===== src/rtl/frogger_pkg.sv =====
// rtl/frogger_pkg.sv - shared state encodings and default widths for the drawing path
package frogger_pkg;

    typedef enum logic [1:0] {
        S_IDLE  = 2'd0,
        S_SCAN  = 2'd1,
        S_FLUSH = 2'd2,
        S_DONE  = 2'd3
    } state_t;

    localparam int DEF_WIDTH_X = 8;
    localparam int DEF_WIDTH_Y = 7;
    localparam int DEF_COLOR_W = 3;

    localparam logic [DEF_COLOR_W-1:0] DEF_TRANSP_COLOR = 3'b000;

endpackage


===== src/rtl/draw_arbiter_rr_select.sv =====
// rtl/draw_arbiter_rr_select.sv - combinational round-robin pick starting at ptr
module rr_select #(
    parameter int NUM_REQ = 4,
    parameter int PTR_W   = 2
) (
    input  logic [NUM_REQ-1:0] req,
    input  logic [PTR_W-1:0]   ptr,
    output logic [NUM_REQ-1:0] winner,
    output logic               valid
);

    logic [PTR_W-1:0] idx;

    always_comb begin
        winner = '0;
        valid  = 1'b0;
        idx    = '0;
        for (int i = 0; i < NUM_REQ; i++) begin
            idx = PTR_W'((int'(ptr) + i) % NUM_REQ);
            if (!valid && req[idx]) begin
                winner[idx] = 1'b1;
                valid       = 1'b1;
            end
        end
    end

endmodule


===== src/rtl/draw_arbiter.sv =====
// rtl/draw_arbiter.sv - round-robin owner of the VGA plot port, scans each client rectangle
module draw_arbiter
    import frogger_pkg::*;
#(
    parameter int                   NUM_REQ      = 4,
    parameter int                   WIDTH_X      = DEF_WIDTH_X,
    parameter int                   WIDTH_Y      = DEF_WIDTH_Y,
    parameter int                   COLOR_W      = DEF_COLOR_W,
    parameter bit                   TRANSP_EN    = 1'b1,
    parameter logic [COLOR_W-1:0]   TRANSP_COLOR = DEF_TRANSP_COLOR
) (
    input  logic                       clk,
    input  logic                       resetn,
    input  logic [NUM_REQ-1:0]         req,
    input  logic [NUM_REQ*WIDTH_X-1:0] org_x,
    input  logic [NUM_REQ*WIDTH_Y-1:0] org_y,
    input  logic [NUM_REQ*WIDTH_X-1:0] size_w,
    input  logic [NUM_REQ*WIDTH_Y-1:0] size_h,
    input  logic [COLOR_W-1:0]         spr_color,
    output logic [NUM_REQ-1:0]         grant,
    output logic [NUM_REQ-1:0]         done,
    output logic [WIDTH_X-1:0]         spr_x,
    output logic [WIDTH_Y-1:0]         spr_y,
    output logic [WIDTH_X-1:0]         vga_x,
    output logic [WIDTH_Y-1:0]         vga_y,
    output logic [COLOR_W-1:0]         vga_colour,
    output logic                       vga_plot,
    output logic                       busy
);

    localparam int PTR_W = (NUM_REQ > 1) ? $clog2(NUM_REQ) : 1;

    state_t               state, state_nxt;
    logic [NUM_REQ-1:0]   owner;
    logic [PTR_W-1:0]     ptr, owner_idx;
    logic [NUM_REQ-1:0]   win_oh;
    logic                 win_valid;
    logic [WIDTH_X-1:0]   sel_ox, sel_w, lat_ox, lat_w;
    logic [WIDTH_Y-1:0]   sel_oy, sel_h, lat_oy, lat_h;
    logic                 last_x, last_y;
    logic [WIDTH_X:0]     sum_x;
    logic [WIDTH_Y:0]     sum_y;
    logic                 pix_valid, in_range;

    rr_select #(
        .NUM_REQ (NUM_REQ),
        .PTR_W   (PTR_W)
    ) u_rr_select (
        .req    (req),
        .ptr    (ptr),
        .winner (win_oh),
        .valid  (win_valid)
    );

    always_comb begin
        sel_ox    = '0;
        sel_oy    = '0;
        sel_w     = '0;
        sel_h     = '0;
        owner_idx = '0;
        for (int i = 0; i < NUM_REQ; i++) begin
            if (win_oh[i]) begin
                sel_ox = org_x[i*WIDTH_X +: WIDTH_X];
                sel_oy = org_y[i*WIDTH_Y +: WIDTH_Y];
                sel_w  = size_w[i*WIDTH_X +: WIDTH_X];
                sel_h  = size_h[i*WIDTH_Y +: WIDTH_Y];
            end
            if (owner[i]) begin
                owner_idx = PTR_W'(i);
            end
        end
    end

    assign last_x = (spr_x == lat_w - WIDTH_X'(1));
    assign last_y = (spr_y == lat_h - WIDTH_Y'(1));

    // Extra top bit catches the carry so off-screen pixels are dropped rather than wrapped.
    assign sum_x = {1'b0, lat_ox} + {1'b0, spr_x};
    assign sum_y = {1'b0, lat_oy} + {1'b0, spr_y};

    always_ff @(posedge clk) begin
        if (!resetn) begin
            state <= S_IDLE;
        end else begin
            state <= state_nxt;
        end
    end

    always_comb begin
        state_nxt = state;
        case (state)
            S_IDLE: begin
                if (win_valid) begin
                    state_nxt = (sel_w == '0 || sel_h == '0) ? S_DONE : S_SCAN;
                end
            end
            S_SCAN:  if (last_x && last_y) state_nxt = S_FLUSH;
            S_FLUSH: state_nxt = S_DONE;
            S_DONE:  state_nxt = S_IDLE;
            default: state_nxt = S_IDLE;
        endcase
    end

    always_comb begin
        grant      = (state == S_SCAN || state == S_FLUSH) ? owner : '0;
        done       = (state == S_DONE) ? owner : '0;
        busy       = (state != S_IDLE);
        vga_colour = pix_valid ? spr_color : '0;
        vga_plot   = pix_valid && in_range &&
                     (!TRANSP_EN || spr_color != TRANSP_COLOR);
    end

    always_ff @(posedge clk) begin
        if (!resetn) begin
            owner     <= '0;
            ptr       <= '0;
            lat_ox    <= '0;
            lat_oy    <= '0;
            lat_w     <= '0;
            lat_h     <= '0;
            spr_x     <= '0;
            spr_y     <= '0;
            pix_valid <= 1'b0;
            in_range  <= 1'b0;
            vga_x     <= '0;
            vga_y     <= '0;
        end else begin
            if (state == S_IDLE && win_valid) begin
                owner  <= win_oh;
                lat_ox <= sel_ox;
                lat_oy <= sel_oy;
                lat_w  <= sel_w;
                lat_h  <= sel_h;
                spr_x  <= '0;
                spr_y  <= '0;
            end
            if (state == S_SCAN && !(last_x && last_y)) begin
                if (last_x) begin
                    spr_x <= '0;
                    spr_y <= spr_y + WIDTH_Y'(1);
                end else begin
                    spr_x <= spr_x + WIDTH_X'(1);
                end
            end
            if (state == S_DONE) begin
                ptr <= (owner_idx == PTR_W'(NUM_REQ - 1)) ? '0 : owner_idx + PTR_W'(1);
            end
            pix_valid <= (state == S_SCAN);
            in_range  <= !sum_x[WIDTH_X] && !sum_y[WIDTH_Y];
            vga_x     <= sum_x[WIDTH_X-1:0];
            vga_y     <= sum_y[WIDTH_Y-1:0];
        end
    end

endmodule


===== config.mk =====
export PLATFORM = sky130hd
export DESIGN_NAME = draw_arbiter
export DESIGN_NICKNAME = d
export VERILOG_FILES = /design/src/rtl/frogger_pkg.sv /design/src/rtl/draw_arbiter_rr_select.sv /design/src/rtl/draw_arbiter.sv
export SDC_FILE = /design/constraint.sdc
export NUM_CORES = 1
export LEC_CHECK = 0
export ABC_AREA = 0
export CORE_AREA = 2 2 112 114
export DETAILED_ROUTE_END_ITERATION = 16
export DIE_AREA = 0 0 114 116
export PLACE_DENSITY = 0.82
export SETUP_SLACK_MARGIN = 0.5
export SLEW_MARGIN = 0
export SYNTH_ARGS = -nofsm -noshare
export SYNTH_HDL_FRONTEND = slang
export SYNTH_SLANG_ARGS = --single-unit

===== constraint.sdc =====
create_clock -name clk -period 3.6 [get_ports clk]
set_input_delay 0.72 -clock clk [delete_from_list [all_inputs] [get_ports clk]]
set_output_delay 0.72 -clock clk [all_outputs]
set_load 0.03 [all_outputs]

### Word level (Yosys, flattened, before mapping)

Index checks and enable logic that the tools add are counted.

| cells by class | value |
|---|---|
| add/sub/neg operators | 10 |
| multiply operators | 0 |
| divide/modulo/power cells | 0 |
| $lt $le $gt $ge | 8 |
| equal/unequal tests | 8 |
| shifts and indexed selects | 0 |
| muxes and demuxes | 57 |
| bitwise gates (word level) | 3 |
| reduce and logical (&&, ||, !) cells | 28 |

Operators with widths:

| kind | number |
|---|---|
| two-way mux 8 bit | 11 |
| two-way mux 7 bit | 11 |
| two-way mux 4 bit | 6 |
| logical AND 1 bit | 13 |
| two-way mux 1 bit | 13 |
| < comparator 2 x 3 -> 1 bit, second input constant | 4 |
| two-way mux 2 bit | 6 |
| bitwise OR 4 bit | 3 |
| adder 8 x 8 -> 9 bit | 1 |
| adder 7 x 7 -> 8 bit | 1 |
| adder 8 x 1 -> 8 bit, second input constant | 1 |
| binary-select mux 1 bit (select 2 bit) | 4 |
| demux 1 bit (select 2 bit) | 4 |
| == test 8 bit | 1 |
| >= comparator 2 x 1 -> 1 bit, second input constant | 4 |
| zero test 8 bit | 1 |
| case mux 2 bit (4 select lines) | 1 |
| subtractor 8 x 1 -> 8 bit, second input constant | 1 |
| adder 7 x 1 -> 7 bit, second input constant | 1 |
| == test 7 bit | 1 |
| zero test 7 bit | 1 |
| subtractor 7 x 1 -> 7 bit, second input constant | 1 |
| == test 2 bit, second input constant | 3 |
| zero test 1 bit | 6 |
| 10 further kinds | 15 |

| storage, ports and cells | value |
|---|---|
| flip-flop bits (word level) | 70 |
| bits in latches | 0 |
| memory bits (writable) | 0 |
| bits in read-only memories | 0 |
| bits of input ports | 129 |
| output and inout bits | 43 |
| word-level logic and storage cells | 127 |
| memories | 0 |

### Depth between registers and ports, before layout

| logic depth | value |
|---|---|
| depth after elaboration | 21 |
| gate-level depth with buffers | 15 |
| mapped depth without buffers | 11 |

### By module

A second synthesis with hierarchy kept.

| unflattened totals | value |
|---|---|
| cells, all modules | 622 |
| area total of the unflattened synthesis | 5149.9 µm² |

By module, submodules not included:

| module | times used | cells each | area each (µm²) | seq. area each (µm²) |
|---|---|---|---|---|
| draw_arbiter | 1 | 560 | 4655.7 | 1401.3 |
| rr_select | 1 | 62 | 494.2 | 0.0 |

### Worst setup path after synthesis

Ideal clock, no wire load.

| timing | value |
|---|---|
| kind | reg-to-reg |
| start point | register ptr[0] |
| end point | register lat_ox[7] |
| setup time | 0.132 ns |
| data arrival time | 3.299 ns |
| path slack | 0.169 ns |
| cell stages (with the launch flop) | 16 |
| buffers on the path | 4 |
| cell sequence | dfxtp_1 > buf_2 > inv_1 > ha_1 > mux4_2 > nor2b_1 > a32o_1 > a221o_2 > and2_4 > buf_6 > buf_6 > buf_2 > a221oi_1 > nor3_1 > a21oi_1 > a21oi_1 |

| on the way | value |
|---|---|
| longest elaborated chain between the ends | 16 |
| elaborated cells between the ends (all ways) | 53 |
| classes of those cells | add/sub: 3; order compare: 8; mux: 28; bitwise: 3; reduce/logical: 11 |

Ends and longest elaborated chain:

| what | line | RTL |
|---|---|---|
| start, declared | draw_arbiter.sv:35 | `logic [PTR_W-1:0] ptr, owner_idx;` |
| start signal, assigned | draw_arbiter.sv:146 | `ptr <= (owner_idx == PTR_W'(NUM_REQ - 1)) ? '0 : owner_idx + PTR_W'(1);` |
| branches (longest 16 deep; another with < comparator 2 x 3 -> 1 bit) | -- |  |
| end signal, assigned | draw_arbiter.sv:130 | `lat_ox <= sel_ox;` |
| end, declared | draw_arbiter.sv:38 | `logic [WIDTH_X-1:0] sel_ox, sel_w, lat_ox, lat_w;` |

Several ways; the timed one is not identified. The select of a mux whose other input is x is not followed.
A chain may end at the register's enable or synchronous reset.

### Final worst setup path

| timing | value |
|---|---|
| start point | input req[2] |
| end point | register state[1] |

| on the way | value |
|---|---|
| longest elaborated chain between the ends | 21 |
| elaborated cells between the ends (all ways) | 41 |
| classes of those cells | eq/ne: 1; mux: 27; bitwise: 3; reduce/logical: 10 |

Ends and longest elaborated chain:

| what | line | RTL |
|---|---|---|
| start, declared | draw_arbiter.sv:14 | `input logic [NUM_REQ-1:0] req,` |
| binary-select mux 1 bit (select 2 bit) | draw_arbiter_rr_select.sv:20 | `if (!valid && req[idx]) begin` |
| two-way mux 1 bit (not written as such) | draw_arbiter_rr_select.sv:20 |  |
| two-way mux 1 bit | draw_arbiter_rr_select.sv:20 |  |
| zero test 1 bit | draw_arbiter_rr_select.sv:20 |  |
| logical AND 1 bit | draw_arbiter_rr_select.sv:20 |  |
| two-way mux 1 bit | draw_arbiter_rr_select.sv:20 |  |
| zero test 1 bit | draw_arbiter_rr_select.sv:20 |  |
| logical AND 1 bit | draw_arbiter_rr_select.sv:20 |  |
| [... 2 more ...] | -- |  |
| logical AND 1 bit | draw_arbiter_rr_select.sv:20 |  |
| two-way mux 4 bit | draw_arbiter_rr_select.sv:20 |  |
| two-way mux 8 bit / two-way mux 7 bit (equally long branches) (4 in series) | draw_arbiter.sv:62 | `if (win_oh[i]) begin` |
| zero test 8 bit / zero test 7 bit (equally long branches) | draw_arbiter.sv:94 | `state_nxt = (sel_w == '0 \|\| sel_h == '0) ? S_DONE : S_SCAN;` |
| logical OR 1 bit | draw_arbiter.sv:94 |  |
| two-way mux 2 bit | draw_arbiter.sv:94 |  |
| two-way mux 2 bit | draw_arbiter.sv:93 | `if (win_valid) begin` |
| case mux 2 bit (4 select lines) | draw_arbiter.sv:91 | `case (state)` |
| end signal, assigned | draw_arbiter.sv:85 | `state <= state_nxt;` |
| end, declared | draw_arbiter.sv:33 | `state_t state, state_nxt;` |

Parallel ways exist; a longest one is shown, timed or not. The select of a mux whose other input is x is not followed.

==> results.yml <==
critical_path:
  crit_arrival_ps: 3300
  slowest_stage: "mux4_2"
  path_cells: "dlygate4sd2_1, mux4_2, nor2b_1, a221o_1, a22oi_2, buf_6, nor2_1, a211o_1, nand4_1, nor4_2, a211o_1"
  worstPathRequired_ps: 3810
  crit_fanout: 14
  startpoint_type: "input port"
  end_kind: "register"
  rr_worst_depth: 11
  timing.critical_path.mode_cell: "a211o_1"
  max_stage_delay_ps: 510
  crit_type: "in -> reg"
floorplan:
  rows: 40
  die_x_um: 114
  die_h_um: 116
  dieArea_um2: 13200
  core_um2: 11900
  ios: 172
  start_util: 0.415
timing:
  skew_ps: 9.54
  setup_viol: 0
  fin_crit_ps: 3080
  max_freq_mhz: 324
  fin_crit_sh: 0.856
  rsz0062_at_grt: "yes"
  hold_viol_final: 0
  relSlewSlack: 0.612
  slew_viol_final: 0
  worstMarginPinSlew_ps: 578
placement:
  dp_hpwl_mm: 13.4
  placed_cells: 928
  dpl-instance-area_um2: 7150
  routabilityCongestion: 0.889
  io_buffer_count: 171
power:
  swShare: 0.417
  comb_power_share: 0.564
  p_int_w: 0.00271
  p_clk_frac: 0.165
  p_switching_w: 0.00194
  powerDensity_nw_per_um2: 596
  cellLeakagePower_nw: 3.11
  fin_total_pwr_w: 0.00465
  ir_drop_mv: 0.293
  seqPwrFrac: 0.271
cts:
  cts_root_buf: "clkbuf_16"
  cts-hold-fix-buffers: 0
  tritoncts: "yes"
  cts_max_level: 3
  cts.clk_slew.worst_paths_ps: 60
  cts.sinks: 70
  cts_made_buffers: 9
  clock_path_buffers: 2
  insertion_delay_ps: 330
global_routing:
  grt_max_degree: 34
  antenna_found_initial: 0
  grt.total_usage: 0.253
  grt_pass1_vias: 5186
  grt_pass1_wl_mm: 26.5
  overflow: 0
drt:
  drt-total-wl_mm: 17.5
  maxUsedRoutingLayer: "met4"
  wl_met3_mm: 1.22
  first_pass_iters: 5
  wl_met1_mm: 7.44
  drc: 0
  drt_iter0_markers: 391
  postRouteAntennaNets: 0
  routedWlPerCell_um: 18.2
  via_per_inst: 5.68
  met2RoutedLength_mm: 8.44
  via_count: 5444
worst_hold_path:
  hold_class: "reg -> reg"
  whs_path_depth: 2
run_status:
  outcome: "finished clean"
cells_and_area:
  final_cell_mix: "167 x clkdlybuf4s50_1, 68 x dfxtp_1, 62 x nor2_1"
  area_growth_pct: 57.8
  nNetsFinal: 968
  fillCellCount: 953
  n_antenna_cell: 0
  drive_gt1_frac: 0.171
  stdcell_area_um2: 7790
  layout.cells.non_filler: 958
  mostFrequentLayoutCell: "clkdlybuf4s50_1"
  utilization: 0.654
synth:
  seq_area_frac_synth: 0.284
  synth_cell_type_count: 66
  netlist_area_um2: 4940
  async_flop_share: 0
  ys.flop_type: "dfxtp_1"
  synth_seq_cells: 70
  synth-edff-count: 0
  yosys_warnings: 0
  postSynthNetCount: 764
  syn_inst: 603
  syn_area_per_cell_um2: 8.19
flow_run:
  maxCapViolations: 0
==> worst max-delay path, delay by kind of cell <==
family / cells / cell delay [ps]
compound gates: 4 / 1130
buf+inv: 2 / 490
simple gates: 4 / 440
mux: 1 / 510
==> what timing repair did <==
action / in CTS / in global routing
pin swaps: 5 / 12
resized for setup: 14 / 41
setup endpoints to repair: 32 / 30
gates cloned: 0 / 2
setup buffers: 3 / 10
==> synth_stat cells, types with 15 or more instances <==
| library cell | instances | area share |
|---|---|---|
| a21oi_1 | 25 | 0.025 |
| nand2_1 | 45 | 0.034 |
| nor2b_1 | 19 | 0.024 |
| o21ai_0 | 40 | 0.041 |
| inv_1 | 22 | 0.017 |
| and2_1 | 26 | 0.033 |
| dfxtp_1 | 70 | 0.28 |
| xnor2_1 | 15 | 0.027 |
| nor2_1 | 63 | 0.048 |
| ha_1 | 30 | 0.076 |
| clkbuf_1 | 26 | 0.020 |
| a221oi_1 | 24 | 0.043 |
==> layout make-up <==
| cell class | instances | area [um^2] | area share |
|---|---|---|---|
| well taps | 147 | 184 | 0.0236 |
| inverters | 23 | 91.3 | 0.0117 |
| repair buffers | 230 | 2240 | 0.287 |
| clock buffers | 9 | 225 | 0.0289 |
| clock inverters | 6 | 30.0 | 0.00385 |
| flip-flops and latches | 70 | 1410 | 0.180 |
| multi-input cells | 473 | 3620 | 0.464 |
==> sequential cells by signal, summed over array words and instances (netlist names), 2 cells and up <==
name	cells
spr_y	7
lat_h	7
state	2
ptr	2
lat_ox	8
lat_oy	7
vga_x	8
vga_y	7
spr_x	8
owner	4
lat_w	8
==> per-stage QoR <==
step                setup TNS (ps)  hold WS [ps]  setup WS (ps)
floorplan                        0           461            457
global placement              -104           486          -93.0
detailed placement            -510           508           -154
CTS                              0           524            486
global route                     0           551            406
finish                           0           529            517
==> routing by layer <==
metal / up-vias / GRT usage
met1: 2565 / 0.333
met2: 232 / 0.421
met4: 0 / 0.0862
met3: 34 / 0.0418
li1: 2613 / -
met5: - / 0
==> power by group through the flow <==
stage | combinational (W) | clock, W | sequential, W
3_5_place_dp | 0.00237 | 0 | 0.00126
5_1_grt | 0.00285 | 0.000810 | 0.00128
2_1_floorplan | 0.00150 | 0 | 0.00128
4_1_cts | 0.00243 | 0.000772 | 0.00125
3_3_place_gp | 0.00230 | 0 | 0.00125
6_report | 0.00262 | 0.000766 | 0.00126
==> path summary, 6_finish.rpt <==
check,start,endpoint,slack (ps)
max reg2reg,ptr[1]$_SDFFE_PN0N_,state[1]$_SDFFE_PN0P_,540
max,req[2],state[1]$_SDFFE_PN0P_,520
min reg2reg,lat_oy[5]$_SDFFE_PN0P_,lat_oy[5]$_SDFFE_PN0P_,530
min,lat_oy[5]$_SDFFE_PN0P_,lat_oy[5]$_SDFFE_PN0P_,530
==> cell families (layout without fill, tap and decap cells) <==
kind of cell	Yosys count	count (layout)	synth area share
DFF	70	70	0.284
muxes	8	8	0.0238
adders and majority gates	32	32	0.0841
xor gates and xnor gates	28	28	0.0497
AOI/OAI and AO/OA	185	185	0.279
and+or+nand+nor	219	220	0.228
buffers and inverters	61	268	0.0517
(Power assumes the default switching activity.)
